File: config.mk
export PLATFORM = sky130hd
export DESIGN_NAME = enc_arbiter_flat
export DESIGN_NICKNAME = d
export VERILOG_FILES = /design/src/rtl/enc_arbiter_if.sv /design/src/rtl/enc_arbiter.sv /design/src/flat_wrapper.sv
export SDC_FILE = /design/constraint.sdc
export NUM_CORES = 1
export LEC_CHECK = 0
export ABC_AREA = 1
export CAP_MARGIN = 20
export CORE_UTILIZATION = 25
export CTS_CLUSTER_SIZE = 10
export DETAILED_ROUTE_END_ITERATION = 16
export HOLD_SLACK_MARGIN = 0.03
export PLACE_DENSITY_LB_ADDON = 0.08
export SETUP_SLACK_MARGIN = 0.15
export SLEW_MARGIN = 20
export SYNTH_ARGS = -nofsm -noshare
export SYNTH_HDL_FRONTEND = slang
export SYNTH_SLANG_ARGS = --single-unit
File: constraint.sdc
create_clock -name clk -period 1.8 [get_ports clk]
set_input_delay 0.36 -clock clk [delete_from_list [all_inputs] [get_ports clk]]
set_output_delay 0.36 -clock clk [all_outputs]
set_load 0.1 [all_outputs]
File: src/rtl/enc_arbiter_if.sv
// Handshake bundle between two character requesters, the cipher core and
// the enc_arbiter that time-shares the core between them.
//
//   a_valid/a_ready, b_valid/b_ready : requester handshakes
//   sel                              : datapath mux select (0 = A, 1 = B)
//   core_start, core_done, core_char : cipher core launch / result
//   resp_char, resp_a, resp_b        : result returned to the owning requester
//   err_timeout                      : core failed to answer in time
//
// master: the arbiter side. slave: the requesters / core environment side.
interface enc_arbiter_if;
  logic       a_valid;
  logic       a_ready;
  logic       b_valid;
  logic       b_ready;
  logic       sel;
  logic       core_start;
  logic       core_done;
  logic [7:0] core_char;
  logic [7:0] resp_char;
  logic       resp_a;
  logic       resp_b;
  logic       err_timeout;

  modport master (
    input  a_valid,
    input  b_valid,
    input  core_done,
    input  core_char,
    output a_ready,
    output b_ready,
    output sel,
    output core_start,
    output resp_char,
    output resp_a,
    output resp_b,
    output err_timeout
  );

  modport slave (
    output a_valid,
    output b_valid,
    output core_done,
    output core_char,
    input  a_ready,
    input  b_ready,
    input  sel,
    input  core_start,
    input  resp_char,
    input  resp_a,
    input  resp_b,
    input  err_timeout
  );
endinterface

File: src/rtl/enc_arbiter.sv
// Two-requester round-robin arbiter in front of a single cipher core.
// A granted request launches the core for one cycle, the arbiter then waits
// for core_done (bounded by TIMEOUT cycles) and returns the registered result
// to the requester that owned the operation.
//
// Ports:
//   clk  : system clock, all state changes on the rising edge
//   rst  : synchronous active-high reset
//   bus  : enc_arbiter_if.master (requester handshakes, core control,
//          response and timeout outputs)
//
// Parameter:
//   TIMEOUT : WAIT cycles allowed before the operation is abandoned (1..255)
module enc_arbiter #(
  parameter int unsigned TIMEOUT = 64
) (
  input  logic          clk,
  input  logic          rst,
  enc_arbiter_if.master bus
);

  // Last WAIT count value at which a missing core_done is declared a timeout.
  localparam logic [7:0] Limit = 8'(TIMEOUT - 1);

  typedef enum logic [1:0] {StIdle, StGrant, StWait, StResp} state_e;

  state_e     state_q, state_d;
  logic       sel_q, sel_d;
  logic       ptr_q, ptr_d;       // preferred requester on contention (0 = A)
  logic [7:0] cnt_q, cnt_d;
  logic [7:0] resp_char_q, resp_char_d;
  logic       err_q, err_d;

  logic       a_ready, b_ready, core_start, resp_a, resp_b;
  logic       sel_valid;

  assign sel_valid = sel_q ? bus.b_valid : bus.a_valid;

  always_ff @(posedge clk) begin
    if (rst) begin
      state_q     <= StIdle;
      sel_q       <= 1'b0;
      ptr_q       <= 1'b0;
      cnt_q       <= 8'h00;
      resp_char_q <= 8'h00;
      err_q       <= 1'b0;
    end else begin
      state_q     <= state_d;
      sel_q       <= sel_d;
      ptr_q       <= ptr_d;
      cnt_q       <= cnt_d;
      resp_char_q <= resp_char_d;
      err_q       <= err_d;
    end
  end

  always_comb begin
    state_d     = state_q;
    sel_d       = sel_q;
    ptr_d       = ptr_q;
    cnt_d       = cnt_q;
    resp_char_d = resp_char_q;
    err_d       = 1'b0;
    a_ready     = 1'b0;
    b_ready     = 1'b0;
    core_start  = 1'b0;
    resp_a      = 1'b0;
    resp_b      = 1'b0;

    unique case (state_q)
      StIdle: begin
        if (bus.a_valid && bus.b_valid) begin
          sel_d   = ptr_q;
          state_d = StGrant;
        end else if (bus.a_valid) begin
          sel_d   = 1'b0;
          state_d = StGrant;
        end else if (bus.b_valid) begin
          sel_d   = 1'b1;
          state_d = StGrant;
        end
      end

      StGrant: begin
        // A requester that dropped valid before being served loses its slot
        // without consuming its round-robin turn.
        if (sel_valid) begin
          core_start = 1'b1;
          a_ready    = ~sel_q;
          b_ready    = sel_q;
          cnt_d      = 8'h00;
          state_d    = StWait;
        end else begin
          state_d = StIdle;
        end
      end

      StWait: begin
        // core_done takes priority over the timeout on the limit cycle.
        if (bus.core_done) begin
          resp_char_d = bus.core_char;
          state_d     = StResp;
        end else if (cnt_q == Limit) begin
          err_d   = 1'b1;
          ptr_d   = ~ptr_q;
          state_d = StIdle;
        end else begin
          cnt_d = cnt_q + 8'd1;
        end
      end

      StResp: begin
        resp_a  = ~sel_q;
        resp_b  = sel_q;
        ptr_d   = ~ptr_q;
        state_d = StIdle;
      end

      default: state_d = StIdle;
    endcase
  end

  assign bus.a_ready     = a_ready;
  assign bus.b_ready     = b_ready;
  assign bus.sel         = sel_q;
  assign bus.core_start  = core_start;
  assign bus.resp_char   = resp_char_q;
  assign bus.resp_a      = resp_a;
  assign bus.resp_b      = resp_b;
  assign bus.err_timeout = err_q;

endmodule

File: src/flat_wrapper.sv
// flat-port wrapper written by rule: the top's interface ports become plain ports
module enc_arbiter_flat 
#(
  parameter int unsigned TIMEOUT = 64
)
  (clk, rst, bus_a_valid, bus_b_valid, bus_core_done, bus_core_char, bus_a_ready, bus_b_ready, bus_sel, bus_core_start, bus_resp_char, bus_resp_a, bus_resp_b, bus_err_timeout);
  enc_arbiter_if bus_i ();
  input  logic clk;
  input  logic rst;
  input wire logic [$bits(bus_i.a_valid)-1:0] bus_a_valid;
  input wire logic [$bits(bus_i.b_valid)-1:0] bus_b_valid;
  input wire logic [$bits(bus_i.core_done)-1:0] bus_core_done;
  input wire logic [$bits(bus_i.core_char)-1:0] bus_core_char;
  output wire logic [$bits(bus_i.a_ready)-1:0] bus_a_ready;
  output wire logic [$bits(bus_i.b_ready)-1:0] bus_b_ready;
  output wire logic [$bits(bus_i.sel)-1:0] bus_sel;
  output wire logic [$bits(bus_i.core_start)-1:0] bus_core_start;
  output wire logic [$bits(bus_i.resp_char)-1:0] bus_resp_char;
  output wire logic [$bits(bus_i.resp_a)-1:0] bus_resp_a;
  output wire logic [$bits(bus_i.resp_b)-1:0] bus_resp_b;
  output wire logic [$bits(bus_i.err_timeout)-1:0] bus_err_timeout;
  assign bus_i.a_valid = bus_a_valid;
  assign bus_i.b_valid = bus_b_valid;
  assign bus_i.core_done = bus_core_done;
  assign bus_i.core_char = bus_core_char;
  assign bus_a_ready = bus_i.a_ready;
  assign bus_b_ready = bus_i.b_ready;
  assign bus_sel = bus_i.sel;
  assign bus_core_start = bus_i.core_start;
  assign bus_resp_char = bus_i.resp_char;
  assign bus_resp_a = bus_i.resp_a;
  assign bus_resp_b = bus_i.resp_b;
  assign bus_err_timeout = bus_i.err_timeout;
  enc_arbiter #(.TIMEOUT(TIMEOUT)) u_core (.clk(clk), .rst(rst), .bus(bus_i));
endmodule
* After elaboration in Yosys (flattened, before gate mapping)
Cells that the tools add are included.
Word-level totals: register bits after elaboration 21, input bits 13, output and inout port bits 15, logic and storage cells 58
Operators by class: $add $sub $neg 1, equality and inequality tests 10, multiplexer cells 27, bitwise operators 3, reduce and logical (&&, ||, !) cells 11
Operator list (number):
- $mux 8 | 3
- $pmux 8 s2 | 1
- $mux 1 | 15
- $mux 2 | 6
- $add 8x1->8 const B | 1
- $eq 8x6->1 const B | 1
- $pmux 2 s4 | 1
- $reduce_and 2->1 | 3
- $eq 2x2->1 const B | 2
- $ne 2x1->1 const B | 2
- $ne 2x2->1 const B | 2
- $ne 4x3->1 const B | 1
- $reduce_and 4->1 | 1
- $reduce_bool 2->1 | 2
- $ne 3x2->1 const B | 1
- $not 1->1 | 3
- $reduce_and 3->1 | 1
- $reduce_bool 3->1 | 1
- $reduce_or 3->1 | 1
- $eq 2x1->1 const B | 1
- $logic_not 2->1 | 1
- $pmux 1 s2 | 1
- $logic_and 1x1->1 | 1

* Logic depth before layout (Yosys ltp)
Gate-level depths: netlist of the first run.
depth after elaboration 4, depth in mapped cells 10

* Worst setup path after synthesis of the first run
No wires, ideal clock.
kind flip-flop to output port, start point reg u_core.sel_q (netlist: u_core.bus.sel), end point out bus_b_ready, arrival 2436 ps, data required time 1440 ps, slack -996 ps, cell stages (with the launch flop) 3, path buffers 0, path through dfxtp_1 -> nand2_1 -> nor2_1
Between the ends: cells in the longest elaborated chain, start to end 3
Ends and longest elaborated chain:
- start, declared | RTL line enc_arbiter.sv:28 | logic sel_q, sel_d;
- start signal, assigned | RTL line enc_arbiter.sv:49 | sel_q <= sel_d;
- $mux 1 | RTL line enc_arbiter.sv:37 | assign sel_valid = sel_q ? bus.b_valid : bus.a_valid;
- $mux 1 (*) | RTL line enc_arbiter.sv:87 | if (sel_valid) begin
- $mux 1 (*) | RTL line enc_arbiter.sv:70 | unique case (state_q)
- end, declared | RTL line flat_wrapper.sv:15 | output wire logic [$bits(bus_i.b_ready)-1:0] bus_b_ready;
Every way passes the cells marked *; elsewhere a longest branch is shown, timed or not.

* Final worst setup path of the first run
start point reg u_core.state_q[0], end point out bus_a_ready
Between the ends: cells in the longest elaborated chain, start to end 2
Ends and longest elaborated chain:
- start, declared | RTL line enc_arbiter.sv:27 | state_e state_q, state_d;
- start signal, assigned | RTL line enc_arbiter.sv:41 | state_q <= StIdle;
- start signal, assigned | RTL line enc_arbiter.sv:48 | state_q <= state_d;
- $eq 2x1->1 | RTL line enc_arbiter.sv:70
- $mux 1 | RTL line enc_arbiter.sv:70
- end, declared | RTL line flat_wrapper.sv:14 | output wire logic [$bits(bus_i.a_ready)-1:0] bus_a_ready;
No other way between the ends.

==> flow_summary.toml, run 1 <==
[run_status]
status = "complete, no violations"

[route]
drtIter0Drc = 21
routed_wl_mm = 2.570
ant_nets = 0
vias = 1082
viasPerCell = 4.311
drc = 0
wl_per_cell_um = 10.24
drt_pass1_iterations = 4

[grt]
antenna_found_initial = 0
gr-total-overflow = 0
grt_pass1_vias = 1034
grt_pass1_wl_mm = 4.623
grt_start_max_net_pins = 17
grt_usage_pct = 13.27

[place]
io_buffer_count = 27
place_area_um2 = 1672
place_hpwl_mm = 2.012
finalWeightedCongestion = 0.8172

[sta]
slew_headroom_pct = 68.18
skew_ps = 8.944
finalMaxSlewViolations = 0
rsz0062_at_grt = "no"
finalHoldViolCount = 0
timing.final.crit_period_ps = 1561
finalSetupTns_ps = 0
finalCritPeriodShare_pct = 86.75
max_freq_mhz = 640.4
finalSetupViolCount = 0
worstMarginPinSlew_ps = 476.8

[cts]
clkTransAtPathRegs_ps = 80
cts_buffers = 3
cts_max_level = 1
clockBufferDepth = 2
cts-hold-fix-buffers = 0
clk_latency_ps = 260
cts_root_buf = "clkbuf_8"
clock-sinks = 21
cts_tree = "built"

[synthesis]
synth_common_cells = "nand2_1, nor2_1, dfxtp_1"
synth_cells = 167
yosysTopAreaCellShare_pct = 37.67
syn_area_per_cell_um2 = 6.683
synthTopCellsByArea = "dfxtp_1, nand2_1, nor2_1, nand3_1, inv_1"
synth_largest_area_cell = "dfxtp_1"
synthArstFlopShare_pct = 0
synth_nets = 181
synth_warnings = 0
synthDistinctLibCells = 23
synth_edf_count = 0
synth_seq_cells = 21
synthesis.area_um2 = 1116
ys.flop_type = "dfxtp_1"
ys_seq_area_share_pct = 37.67

[floorplanning]
die_h_um = 68.82
ios = 28
start_util_pct = 26.93
core_area_um2 = 4144
die_w_um = 68.82
floorplan.rows = 23
dieArea_um2 = 4736

[critical_path]
startpoint_type = "flip-flop"
critical_path_class = "reg2out"
slowest_stage = "dfxtp_4"
critical_path_buf_inv_count = 3
cpPeakStageDelay_ps = 400
crit_path_end_kind = "output port"
path_delay_family = "flip-flops"
crit_chain = "inv_2 > nor2_4 > inv_2 > nor2_4 > buf_12"
cp.arrival_ps = 1200
cp.required_ps = 1440
critPathMaxFanout = 5

[hold_path]
hold_class = "reg2reg"

[power]
total_power_uw = 1239
vdd_drop_max_v = 0.0002723
p_leak_uw = 0.0007334
pwr_density_cell_nw_per_um2 = 714.2

[cells_and_area]
drive_gt1_share_pct = 29.85
fin_area_um2 = 1735
nNetsFinal = 216
n_antenna_cell = 0
syn2layout_area_growth_pct = 55.49

[run]
cap_violations = 0
per-layer routing:
| metal | vias to the layer above | part of all wire [%] | global-route usage (%) | routed length, um |
|---|---|---|---|---|
| met5 | - | 0 | 0 | 0 |
| met4 | 0 | 0.97 | 5.357 | 25 |
| met3 | 2 | 4.4 | 2.303 | 113 |
| met2 | 25 | 46 | 22.67 | 1182 |
| met1 | 466 | 49 | 16.40 | 1248 |
| li1 | 589 | - | - | - |
tightest hold or removal path, cell delays in order (launching register included):
cell     delay [ps]
dfxtp_1         320
inv_1            50
nand2_1          40
inv_1            40
nor2_1           30
logic make-up after synthesis:
| family | Yosys count | synth area share, % |
|---|---|---|
| simple gates | 106 | 45.07 |
| buf+inv | 24 | 8.744 |
| flops | 21 | 37.67 |
| compound gates | 15 | 7.399 |
| fa+ha+maj | 1 | 1.121 |
timing repair:
action / CTS / global route
setup endpoints to repair: 5 / 5
buffers inserted: 0 / 1
gates cloned: 0 / 0
resized for setup: 6 / 2
placed cells by master (no fill, tap or decap), types with 3 or more instances in the layout:
cell type,n
nand2_1,32
nor2_1,31
dfxtp_1,18
buf_12,15
inv_1,14
nand3_1,14
clkdlybuf4s50_1,10
o21ai_1,8
nor2_2,7
nand2_2,5
inv_2,5
nor2_4,5
nor3_1,5
buf_4,5
nand2_4,4
a21oi_1,3
clkbuf_8,3
final timing paths:
| kind | start | endpoint | slack, ps | cells past startpoint |
|---|---|---|---|---|
| max | u_core.state_q[0] | bus_a_ready | 240 | 5 |
| min | u_core.cnt_q[4] | u_core.cnt_q[4] | 510 | 4 |
| max reg2reg | u_core.cnt_q[1] | u_core.cnt_q[0] | 350 | 8 |
| min reg2reg | u_core.cnt_q[4] | u_core.cnt_q[4] | 510 | 4 |
stage by stage:
| stage | cells | utilization [%] | hold slack [ps] | setup slack (ps) |
|---|---|---|---|---|
| floorplan | 167 | - | 419.4 | 156.2 |
| global placement | 246 | 40.34 | 493.0 | 28.66 |
| detailed placement | 246 | 40.34 | 500.3 | 24.72 |
| CTS | 250 | 41.55 | 516.4 | 169.6 |
| global route | 251 | 41.88 | 544.6 | 167.9 |
| finish | 251 | 41.88 | 511.3 | 238.5 |
report_power, final:
| group | internal, uW | switching (uW) | leakage [uW] | total (uW) |
|---|---|---|---|---|
| clock network | 154 | 153 | 0.0000255 | 307 |
| logic | 150 | 255 | 0.000536 | 405 |
| registers | 493 | 34.3 | 0.000172 | 528 |
flip-flops by register name (all words and copies together), names as in the netlist:
register	count
u_core.bus.sel	1
u_core.bus.err_timeout	1
u_core.ptr_q	1
u_core.state_q	2
u_core.bus.resp_char	8
u_core.cnt_q	8
layout make-up:
cell class	instances	area [um^2]
Clock inverter	1	5.005
Timing Repair Buffer	32	455.4
Sequential cell	21	429.2
Clock buffer	3	41.29
Multi-Input combinational cell	122	650.6
Inverter	22	91.34
Tap cell	50	62.56
Fill cell	437	2409
No activity file was read; power rests on OpenSTA's default activity.
==> run 2: changes to the inputs <==
--- a/config.mk
+++ b/config.mk
@@ -13,6 +13,7 @@
 export HOLD_SLACK_MARGIN = 0.03
 export PLACE_DENSITY_LB_ADDON = 0.08
 export SETUP_SLACK_MARGIN = 0.15
+export SKIP_CTS_REPAIR_TIMING = 1
 export SLEW_MARGIN = 20
 export SYNTH_ARGS = -nofsm -noshare
 export SYNTH_HDL_FRONTEND = slang
==> run 2 against run 1 <==
Net effect:
- die area is the same
- worst hold slack worse by 62 ps
- sequential share of layout area is 0.11 points lower
- largest power group unchanged
- core utilization grew 0.18 points
- clock skew about the same
- sequential cell count is the same
==> flow_summary.toml, run 2 (synthesis gave the netlist of run 1 again) <==
[route]
wl_per_cell_um = 10.27
drt_pass1_iterations = 4
drtIter0Drc = 23
drc = 0
viasPerCell = 4.339
vias = 1089
ant_nets = 0
routed_wl_mm = 2.579

[cells_and_area]
final_cell_mix = "nand2_1, nor2_1, dfxtp_1"
final_common_cell = "nand2_1"
drive_gt1_share_pct = 29.85
nNetsFinal = 216
fill_cells = 436
n_antenna_cell = 0
syn2layout_area_growth_pct = 56.17

[critical_path]
startpoint_type = "flip-flop"
critical_path_class = "reg2out"
crit_path_end_kind = "output port"
cp.arrival_ps = 1200
critPathMaxFanout = 5
cp.required_ps = 1440

[sta]
rsz0062_at_grt = "no"
timing.final.crit_period_ps = 1562
skew_ps = 8.915
finalSetupViolCount = 0
hold_ws_ps = 448.8
worstMarginPinSlew_ps = 476.5
worst_slack_ps = 238.5
finalMaxSlewViolations = 0
slew_headroom_pct = 68.20
finalHoldViolCount = 0
finalCritPeriodShare_pct = 86.75
max_freq_mhz = 640.4

[place]
pre_cts_ws_ps = 24.72
finalWeightedCongestion = 0.8172
io_buffer_count = 27
place_hpwl_mm = 2.012

[hold_path]
hold_class = "in2reg"

[floorplanning]
die_h_um = 68.82
ios = 28
die_w_um = 68.82
core_area_um2 = 4144
floorplan.rows = 23
dieArea_um2 = 4736
start_util_pct = 26.93

[cts]
cts_buffers = 3
clock-sinks = 21
cts_max_level = 1
clockBufferDepth = 2
clkTransAtPathRegs_ps = 70
cts_root_buf = "clkbuf_8"
clk_latency_ps = 260
cts_tree = "built"

[power]
p_leak_uw = 0.0007490
p_seq_share_pct = 42.5
p_comb_share_pct = 32.7
p_switching_uw = 442.5
total_power_uw = 1241
intPower_uw = 798.0
clkPwrFrac_pct = 24.7
vdd_drop_max_v = 0.0002724
p_sw_share_pct = 35.67
pwr_density_cell_nw_per_um2 = 711.8

[run]
cap_violations = 0

[grt]
gr-total-overflow = 0
grt_usage_pct = 13.27
antenna_found_initial = 0
grt_pass1_wl_mm = 4.629
grt_start_max_net_pins = 17
grt_pass1_vias = 1037

[run_status]
status = "complete, no violations"
run 2: changes by cell type in the layout (fill, tap and decap cells not counted):
cell | before | now
dlygate4sd2_1 | 2 | 0
dlymetal6s2s_1 | 0 | 2
run 2: layer usage:
metal / vias to the layer above / global-route usage, % / wire [um]
met5: - / 0 / 0
met4: 0 / 5.357 / 25
met3: 2 / 2.303 / 107
met2: 24 / 22.79 / 1198
met1: 475 / 16.30 / 1247
li1: 588 / - / -
run 2: area by class of cell:
class	count	area [um^2]	share of cell area, %
Sequential cell	21	429.2	24.62
Clock inverter	1	5.005	0.2872
Clock buffer	3	41.29	2.369
Tap cell	50	62.56	3.589
Multi-Input combinational cell	122	650.6	37.33
Timing Repair Buffer	32	462.9	26.56
Inverter	22	91.34	5.240
run 2: worst paths after layout:
check / cells after the start / start / slack (ps) / endpoint
worst max-delay path: 5 / u_core.state_q[0] / 240 / bus_a_ready
worst min-delay path: 3 / bus_b_valid / 450 / u_core.bus.sel
worst max register to register: 8 / u_core.cnt_q[1] / 340 / u_core.cnt_q[0]
worst min register to register: 4 / u_core.cnt_q[4] / 510 / u_core.cnt_q[4]
run 2: worst max-delay path, cell delays in order (launching register included):
cell and delay (ps):
dfxtp_4 400, inv_2 70, nor2_4 120, inv_2 80, nor2_4 100, buf_12 180
run 2: through the flow:
step                      util (%)  setup TNS (ps)  instance area (um^2)  instances
after global placement       40.34               0                  1672        246
after floorplan                  -               0                  1171        167
after CTS                    41.46          -38.34                  1718        250
final                        42.06               0                  1743        251
after global routing         42.06               0                  1743        251
after detailed placement     40.34               0                  1672        246
run 2: power groups by stage:
stage	clock (uW)	sequential, uW	combinational (uW)
6_report	307	528	406
5_1_grt	345	532	442
4_1_cts	323	528	403
3_5_place_dp	0	539	401
3_3_place_gp	0	538	399
2_1_floorplan	0	601	203
